==> src/rtl/ctrl_ifetch_queue.sv <==
// Prefetching instruction fetch unit: a wrapping PC issues instruction-RAM reads,
// and the returned words are buffered in a small FIFO whose head is presented split into fields.
module ctrl_ifetch_queue #(
   parameter int RFAWIDTH = 5,
   parameter int DAWIDTH  = 12,
   parameter int IAWIDTH  = 6,
   parameter int DEPTH    = 4,
   localparam int INSTRWIDTH = 2 + 2*RFAWIDTH + 4*DAWIDTH,
   localparam int PW = $clog2(DEPTH),
   localparam int LW = PW + 1
) (
   input  logic                  clk,
   input  logic                  rst,
   input  logic                  run,
   input  logic                  flush,
   input  logic [IAWIDTH-1:0]    prog_len,
   output logic                  imem_re,
   output logic [IAWIDTH-1:0]    imem_addr,
   input  logic [INSTRWIDTH-1:0] instr_word,
   input  logic                  en_fetch,
   output logic                  iw_valid,
   output logic                  lstg_f,
   output logic                  startups_f,
   output logic [RFAWIDTH-1:0]   result_reg,
   output logic [RFAWIDTH-1:0]   error_reg,
   output logic [DAWIDTH-1:0]    data_bptr,
   output logic [DAWIDTH-1:0]    data_lptr,
   output logic [DAWIDTH-1:0]    data_hptr,
   output logic [DAWIDTH-1:0]    filt_coef_ptr,
   output logic [LW-1:0]         level,
   output logic                  pc_wrap
);

   logic [INSTRWIDTH-1:0] mem [DEPTH];
   logic [PW-1:0]         wptr;
   logic [PW-1:0]         rptr;
   logic [LW-1:0]         count;
   logic                  inflight;
   logic [IAWIDTH-1:0]    pc;
   logic [IAWIDTH-1:0]    last_addr;
   logic [LW:0]           credit;
   logic                  push;
   logic                  pop;

   assign last_addr = prog_len - 1'b1;
   // An in-flight read already owns a slot, so it counts against the free space.
   assign credit    = {1'b0, count} + {{LW{1'b0}}, inflight};
   assign imem_re   = rst & run & ~flush & (prog_len != '0) & (credit < (LW+1)'(DEPTH));
   assign imem_addr = pc;

   assign push     = inflight & ~flush;
   assign pop      = en_fetch & iw_valid & ~flush;
   assign iw_valid = (count != '0);
   assign level    = count;

   assign {lstg_f, startups_f, result_reg, error_reg,
           data_bptr, data_lptr, data_hptr, filt_coef_ptr} = mem[rptr];

   always_ff @(posedge clk) begin
      if (!rst) begin
         pc       <= '0;
         count    <= '0;
         wptr     <= '0;
         rptr     <= '0;
         inflight <= 1'b0;
         pc_wrap  <= 1'b0;
         for (int i = 0; i < DEPTH; i++) mem[i] <= '0;
      end else if (flush) begin
         pc       <= '0;
         count    <= '0;
         wptr     <= '0;
         rptr     <= '0;
         inflight <= 1'b0;
         pc_wrap  <= 1'b0;
      end else begin
         inflight <= imem_re;
         pc_wrap  <= imem_re && (pc == last_addr);
         // >= also recovers when prog_len shrinks below the current pc.
         if (imem_re) pc <= (pc >= last_addr) ? '0 : pc + 1'b1;
         if (push) begin
            mem[wptr] <= instr_word;
            wptr      <= wptr + 1'b1;
         end
         if (pop) rptr <= rptr + 1'b1;
         case ({push, pop})
            2'b10:   count <= count + 1'b1;
            2'b01:   count <= count - 1'b1;
            default: count <= count;
         endcase
      end
   end

endmodule

==> config.mk <==
export PLATFORM = sky130hd
export DESIGN_NAME = ctrl_ifetch_queue
export DESIGN_NICKNAME = d
export VERILOG_FILES = /design/src/rtl/ctrl_ifetch_queue.sv
export SDC_FILE = /design/constraint.sdc
export NUM_CORES = 1
export LEC_CHECK = 0
export BUFFER_PORTS_ARGS = -buffer_cell sky130_fd_sc_hd__buf_2
export CORE_ASPECT_RATIO = 0.6
export CORE_MARGIN = 5
export CORE_UTILIZATION = 49
export CTS_CLUSTER_SIZE = 16
export DETAILED_ROUTE_END_ITERATION = 8
export PLACE_DENSITY_LB_ADDON = 0.15
export SYNTH_ARGS = -nofsm -noshare
export SYNTH_HDL_FRONTEND = slang
export SYNTH_SLANG_ARGS = --single-unit
==> constraint.sdc <==
create_clock -name clk -period 6.9 [get_ports clk]
set_clock_uncertainty 0.1 [all_clocks]
set_input_delay 0.345 -clock clk [delete_from_list [all_inputs] [get_ports clk]]
set_output_delay 0.345 -clock clk [all_outputs]
set_load 0.01 [all_outputs]
# After elaboration in Yosys (flattened, before gate mapping)
# Memory sizes are Yosys's and may differ from the RTL's. A register that Yosys moved wholly into a read port is not among the register bits.
# Index checks and enable logic that the tools add are counted.
# Widths: inputs -> output; s select.
[op_classes]
add_sub_neg = 7
order_cmp = 2
n_eq_ne = 3
mux = 12
bitwise = 9
reduce_logical = 6
[op_table]
columns = ["op", "n"]
rows = [
  ["$mux 60", 1],
  ["$reduce_or 60->1", 1],
  ["$and 1x1->1", 7],
  ["$add 6x1->6 const B", 1],
  ["$eq 6x6->1", 1],
  ["$ge 6x6->1", 1],
  ["$mux 1", 6],
  ["$mux 2", 3],
  ["$mux 6", 1],
  ["$pmux 3 s2", 1],
  ["$reduce_bool 6->1", 1],
  ["$sub 6x1->6 const B", 1],
  ["$add 2x1->2 const B", 2],
  ["$add 3x1->4", 1],
  ["$lt 4x3->1 const B", 1],
  ["$add 3x1->3 const B", 1],
  ["$reduce_bool 3->1", 1],
  ["$sub 3x1->3 const B", 1],
  ["$eq 2x1->1 const B", 1],
  ["$eq 2x2->1 const B", 1],
  ["$not 1->1", 2],
  ["$reduce_bool 2->1", 1],
  ["$reduce_or 2->1", 1],
  ["$logic_and 1x1->1", 1],
]
[word_totals]
register_bits = 15
mem_bits_rw = 240
input_bits = 71
out_inout_bits = 72
word_cells = 46
n_memories = 1
[memory_table]
columns = ["memory", "words", "width", "rd", "rd_ports_with_merged_regs", "write_ports", "line_no", "rtl"]
rows = [
  ["mem", 4, 60, 1, 1, 4, "34", "logic [INSTRWIDTH-1:0] mem [DEPTH];"],
]

# Depth between registers and ports, before layout
# Gate-level depths: netlist of the first run.
[depth]
depth_word = 8
ltp_mapped = 9
ltp_nobuf = 9

# Least setup slack after synthesis of the first run
# No wires, ideal clock.
[synth_timing]
path_kind = "register to register"
from = "register wptr[1]"
to = "memory mem[0][0] (netlist name) (enable)"
arrival_ns = 5.001
required_time_ns = 6.239
slack_ns = 1.238
stages_incl_launch_ff = 4
path_buffers = 1
path_cell_list = "dfxtp_1 -> or2_2 -> clkbuf_1 -> o21ai_0"
[synth_lines]
columns = ["element", "line_no", "rtl"]
rows = [
  ["from (decl)", "35", "logic [PW-1:0] wptr;"],
  ["from (signal assigned)", "82", "wptr <= wptr + 1'b1;"],
  ["to (decl)", "34", ""],
]

==> impl_metrics.csv, run 1 <==
group,metric,value,unit
power,vdd_ir_drop_max,0.1634,mV
routing,avgRoutedWirePerCell,20.36,um
die,fp.dieW,202.8,um
die,dieArea,0.02548,sq mm
placement,placedInstanceArea,0.01194,sq mm
routing,drc,0,
die,start_util,0.4974,
worst_setup_path,crit_fanout,32,
yosys,synth_common_cells,"240 x edfxtp_1, 191 x nor2_1, 75 x nand2_1",
yosys,syn-num-nets,849,
global_routing,antenna_found_initial,0,
die,die_h,125.7,um
global_routing,grt_pass1_vias,6770,
placement,port_buffers,142,
routing,first_iter_violations,351,
sta,final.min_clock_period,3.226,ns
worst_hold_path,min_path_cells,3,
die,num_rows,42,
worst_setup_path,startpoint_type,"register",
yosys,synth_largest_area_cell,"edfxtp_1",
die,io_pins,143,
yosys,synth_area_leaders,"edfxtp_1 66%, mux4_2 12%, nor2_1 6.6%, dfxtp_1 3.1%, nand2_1 2.6%",
clock_network,cts_setup_buffers,0,
power,pwr_density_cell,250.7,mW/mm^2
clock_network,post_cts_resized,0,
cells_and_area,n_fill_cell,1789,
global_routing,gr-total-overflow,0,
worst_setup_path,end_kind,"output pin",
yosys,synth_edf_count,240,
yosys,ys_ff_latch,257,
global_routing,grt.busiest_layer,"met2",
clock_network,clock-sinks,257,
yosys,avgSynthCellArea,14.24,sq um
clock_network,clockBufferDepth,3,
worst_setup_path,critPathKind,"register to output pin",
global_routing,grt_max_degree,61,
clock_network,ctsRootBufferMaster,"clkbuf_16",
cells_and_area,areaGrowthSynthToFinish,16.12,%
die,core_area,0.02197,sq mm
cells_and_area,layout.nets,983,
placement,placedCellCount,1161,
worst_setup_path,required,6.45,ns
global_routing,grt_first_pass_wirelength,38.17,mm
clock_network,clock_latency,0.51,ns
routing,final_antenna_net_count,0,
worst_setup_path,crit_arrival,2.78,ns
routing,via_per_inst,5.398,
yosys,netlist_area,0.01093,sq mm
cells_and_area,drive_gt1_frac,0.2862,
clock_network,cts_tree,"done",
clock_network,cts_made_buffers,24,
sta,worst_pin_slew,0.9735,ns
sta,rsz0062_at_grt,"false",
routing,dr.pass1.iters,4,
global_routing,use_met1,0.2686,
run_status,run_status,"complete, no violations",
routing,vias,6504,
yosys,synth_most_common_cell,"edfxtp_1",
global_routing,met3_usage,0.03803,
yosys,netlist.area_leader.share,0.6596,
sta,period_share,0.4675,
yosys,synth_cells,767,
cells_and_area,fin_area,0.01269,sq mm
clock_network,cts_htree_levels,1,
cells_and_area,final_cells,1205,
sta,slew_violations,0,
worst_hold_path,holdCritPathClass,"input pin to register",
sta,fmax,0.3100,GHz
global_routing,grtUsageTotal,0.1927,
yosys,async_flop_share,0,
sta,relSlewSlack,0.3510,
cells_and_area,antenna_cells,0,
yosys,synth-seq-area-share,0.6908,
sta,finalSetupTns,0,ns
yosys,synthDistinctLibCells,38,
sta,hold_viol,0,
yosys,yosysWarnings,0,
sta,setup_viol_count_final,0,
power,cellLeakagePower,5.106,nW
run,cap_viol_max_count,0,
clock_network,cts_hold_repair.buffers,0,
worst_setup_path,reg2regPathDepth,5,
global_routing,grt_util_met2,0.3247,
routing,drt_wl_total,24.53,mm
yosys,ys.flop_type,"edfxtp_1",
clock_network,path_clk_slew,0.06,ns
placement,dp_hpwl,13.99,mm
placement,globalplace.congestion,0.8070,
-- power by group --
group | leakage [nW] | switching, mW | internal [mW] | total, mW
logic | 2.09 | 0.0958 | 0.0575 | 0.153
clock network | 0.366 | 0.550 | 0.712 | 1.26
registers | 2.65 | 0.0135 | 1.75 | 1.77
total | 5.11 | 0.660 | 2.52 | 3.18
-- cell families (layout without fill, tap and decap cells) --
family                     after synthesis  in the layout  synth area share
AOI/OAI and AO/OA                       22             22           0.01455
xor gates and xnor gates                10             10          0.008016
adders and majority gates               11             11           0.01328
buffers and inverters                  115            267           0.04157
DFF                                    257            257            0.6908
muxes                                   60             60            0.1237
and+or+nand+nor                        292            292            0.1081
-- worst max-delay path, cell delays in order, from the launching register on --
cell and delay (ns):
dfxtp_4 0.80, buf_4 0.64, mux4_2 0.63, buf_2 0.17
-- stage by stage --
stage	utilization	hold slack (ns)	power, mW	setup slack [ns]
finish	0.5776	0.05779	3.181	3.674
global route	0.5776	0.05978	3.286	3.450
CTS	0.5776	0.03953	3.211	3.585
detailed placement	0.5437	0.4314	1.956	4.022
global placement	0.5437	0.3996	1.949	4.137
floorplan	-	0.3847	1.885	1.238
-- placed cells by master (no fill, tap or decap), types with 2 or more instances in the layout --
| cell | n |
|---|---|
| buf_4 | 9 |
| ha_1 | 10 |
| nand2b_2 | 2 |
| clkbuf_1 | 6 |
| dfxtp_1 | 15 |
| or4_1 | 2 |
| xor2_1 | 5 |
| o21ai_0 | 2 |
| nand3_1 | 3 |
| or2_2 | 2 |
| nand2_1 | 75 |
| nor3_1 | 3 |
| o21ai_4 | 4 |
| dfxtp_4 | 2 |
| clkinv_1 | 4 |
| or3_2 | 2 |
| xnor2_1 | 5 |
| or3_1 | 3 |
| nor2_1 | 190 |
| buf_2 | 142 |
| clkbuf_16 | 25 |
| inv_1 | 72 |
| clkinv_2 | 6 |
| a21oi_1 | 8 |
| edfxtp_1 | 240 |
| mux4_2 | 60 |
-- layout make-up --
type	instances	area, sq um	area share
well taps	286	357.8	0.02821
multi-input cells	395	2982	0.2350
flip-flops and latches	257	7555	0.5955
clock inverters	12	82.58	0.006509
inverters	72	270.3	0.02130
clock buffers	32	661.9	0.05217
repair buffers	151	778.2	0.06134
-- layer usage --
metal | up-vias | part of all wire | routed length (um)
met1 | 3313 | 0.43 | 10570
met5 | - | 0 | 0
met3 | 26 | 0.066 | 1610
met4 | 0 | 0.014 | 348
li1 | 2970 | - | -
met2 | 195 | 0.49 | 12000
-- sequential cells by signal, summed over array words and instances, names as in the netlist, named ones only --
register,count
wptr,2
pc_wrap,1
inflight,1
level,3
rptr,2
mem,240
imem_addr,6
-- worst paths after layout --
check / startpoint / endpoint / slack [ns]
hold reg to reg: imem_addr[1] / imem_addr[1] / 0.44
setup reg to reg: inflight / mem[2][36] / 4.19
setup / recovery: register / data_bptr[9] / 3.67
hold / removal: instr_word[42] / mem[3][42] / 0.06
(Power assumes the default switching activity.)
==> run 2: changes to the inputs <==
- ABC_AREA: default -> 1
- clock period: 6.9 -> 2.8 ns (I/O delays scaled with it)
==> run 2 against run 1 <==
Global-route usage up 1.6 points. Largest cell class unchanged. Sequential cell count did not move. Synthesized area rose by 7.0%.
==> impl_metrics.csv, run 2 <==
group,metric,value,unit
routing,drt_wl_total,28.38,mm
yosys,synth_cells,1124,
global_routing,grt_first_pass_wirelength,45.24,mm
placement,placedInstanceArea,0.01276,sq mm
power,cellLeakagePower,5.663,nW
sta,setup_ws,0.3594,ns
clock_network,clock-sinks,257,
worst_setup_path,slowest_delay,0.39,ns
sta,hold_viol,0,
routing,dr.pass1.iters,4,
cells_and_area,multiInputGateArea,0.003297,sq mm
yosys,ys.flop_type,"edfxtp_1",
cells_and_area,layout.nets,1393,
power,pwr_density_cell,581.5,mW/mm^2
clock_network,cts_hold_repair.buffers,62,
sta,slew_violations,0,
die,io_pins,143,
sta,relSlewSlack,0.4374,
power,vdd_ir_drop_max,0.3740,mV
routing,vias,8324,
die,fp.dieW,209.4,um
global_routing,grt_max_degree,121,
cells_and_area,areaGrowthSynthToFinish,21.53,%
worst_setup_path,crit_slowest_cell,"clkinv_2",
placement,dpl_worst_slack,0.6288,ns
clock_network,cts_made_buffers,25,
sta,worst_pin_slew,0.8438,ns
yosys,syn-num-nets,1206,
die,num_rows,43,
cells_and_area,n_fill_cell,1963,
routing,via_per_inst,5.063,
clock_network,cts_tree,"done",
yosys,synth_most_common_cell,"nor2_1",
clock_network,clock_latency,0.52,ns
yosys,ys_ff_latch,257,
cells_and_area,largest_register_ff_count,240,
routing,avgRoutedWirePerCell,17.26,um
worst_setup_path,end_kind,"output pin",
cells_and_area,antenna_cells,0,
worst_setup_path,required,2.56,ns
placement,port_buffers,142,
cells_and_area,mostFrequentLayoutCells,"338 x nor2_1, 240 x edfxtp_1, 142 x buf_2",
global_routing,antenna_found_initial,0,
sta,finalSetupTns,0,ns
clock_network,post_cts_resized,0,
worst_setup_path,path_cells,"clkinv_2, buf_12, o21ai_0, o22ai_1, buf_2",
global_routing,grt_pass1_vias,8418,
sta,fmax,0.4097,GHz
worst_setup_path,crit_fanout,38,
die,start_util,0.5020,
clock_network,cts_htree_levels,1,
clock_network,ctsRootBufferMaster,"clkbuf_16",
run_status,run_status,"complete, no violations",
cells_and_area,final_common_cell,"nor2_1",
yosys,netlist_area,0.01169,sq mm
sta,period_share,0.8716,
clock_network,clockBufferDepth,3,
yosys,synthDistinctLibCells,26,
die,die_h,129.7,um
power,power,8.264,mW
die,dieArea,0.02716,sq mm
routing,first_iter_violations,585,
routing,final_antenna_net_count,0,
die,core_area,0.02330,sq mm
worst_setup_path,crit_arrival,2.20,ns
clock_network,cts_setup_buffers,0,
worst_setup_path,startpoint_type,"register",
yosys,async_flop_share,0,
sta,rsz0062_at_grt,"false",
cells_and_area,finish.utilization,0.6101,
sta,hold-worst-slack,0.1750,ns
yosys,synth-seq-area-share,0.6453,
cells_and_area,final_cells,1644,
sta,final.min_clock_period,2.441,ns
placement,globalplace.congestion,0.7656,
global_routing,gr-total-overflow,0,
placement,dp_hpwl,15.91,mm
yosys,synth_edf_count,240,
worst_setup_path,critPathKind,"register to output pin",
run,cap_viol_max_count,0,
yosys,avgSynthCellArea,10.40,sq um
cells_and_area,fin_area,0.01421,sq mm
yosys,synth_largest_area_cell,"edfxtp_1",
worst_hold_path,holdCritPathClass,"input pin to register",
cells_and_area,seq_area,0.007552,sq mm
cells_and_area,drive_gt1_frac,0.1979,
yosys,netlist.area_leader.share,0.6162,
clock_network,path_clk_slew,0.07,ns
yosys,yosysWarnings,0,
sta,setup_viol_count_final,0,
yosys,synth_area_leaders,"edfxtp_1 62%, nor2_1 11%, o21ai_0 5.5%, inv_1 4.6%, nor2_4 3.9%",
cells_and_area,top_register,"mem",
routing,drc,0,
global_routing,grtUsageTotal,0.2086,
yosys,synth_common_cells,"338 x nor2_1, 240 x edfxtp_1, 142 x inv_1",
placement,placedCellCount,1537,
==> run 2: kinds of logic after synthesis <==
logic type | after synthesis | synth area share
adders and majority gates | 11 | 0.01241
xor gates and xnor gates | 5 | 0.003744
and+or+nand+nor | 435 | 0.1685
buffers and inverters | 216 | 0.07735
DFF | 257 | 0.6453
AOI/OAI and AO/OA | 200 | 0.09265
==> run 2: final cells by class <==
cell class | count | area share
flip-flops and latches | 257 | 0.5314
multi-input cells | 651 | 0.2320
repair buffers | 224 | 0.1104
clock buffers | 28 | 0.04481
inverters | 152 | 0.04023
well taps | 315 | 0.02773
clock inverters | 17 | 0.01347
==> run 2: worst max-delay path: cells and delay by family, from the launching register on <==
| family | cells | cell delay, ns |
|---|---|---|
| flops | 1 | 0.37 |
| buf+inv | 3 | 0.92 |
| compound gates | 2 | 0.38 |
==> run 2: routing by layer <==
| metal | share of wire | vias up | track usage |
|---|---|---|---|
| li1 | - | 4112 | - |
| met1 | 0.47 | 3921 | 0.3066 |
| met2 | 0.46 | 260 | 0.3416 |
| met3 | 0.065 | 31 | 0.03121 |
| met4 | 0.011 | 0 | 0.03144 |
| met5 | 0 | - | 0 |
==> run 2: where the power goes <==
group | switching, mW | internal (mW)
clock network | 1.41 | 2.01
logic | 0.306 | 0.187
registers | 0.0332 | 4.32
total | 1.75 | 6.52
==> run 2: final timing paths <==
path	depth (start not counted)	to	slack [ns]	startpoint
max reg2reg	11	level[2]	0.58	level[0]
min reg2reg	2	register	0.40	rptr[1]
min	6	level[2]	0.17	rst
max	5	data_lptr[9]	0.36	register
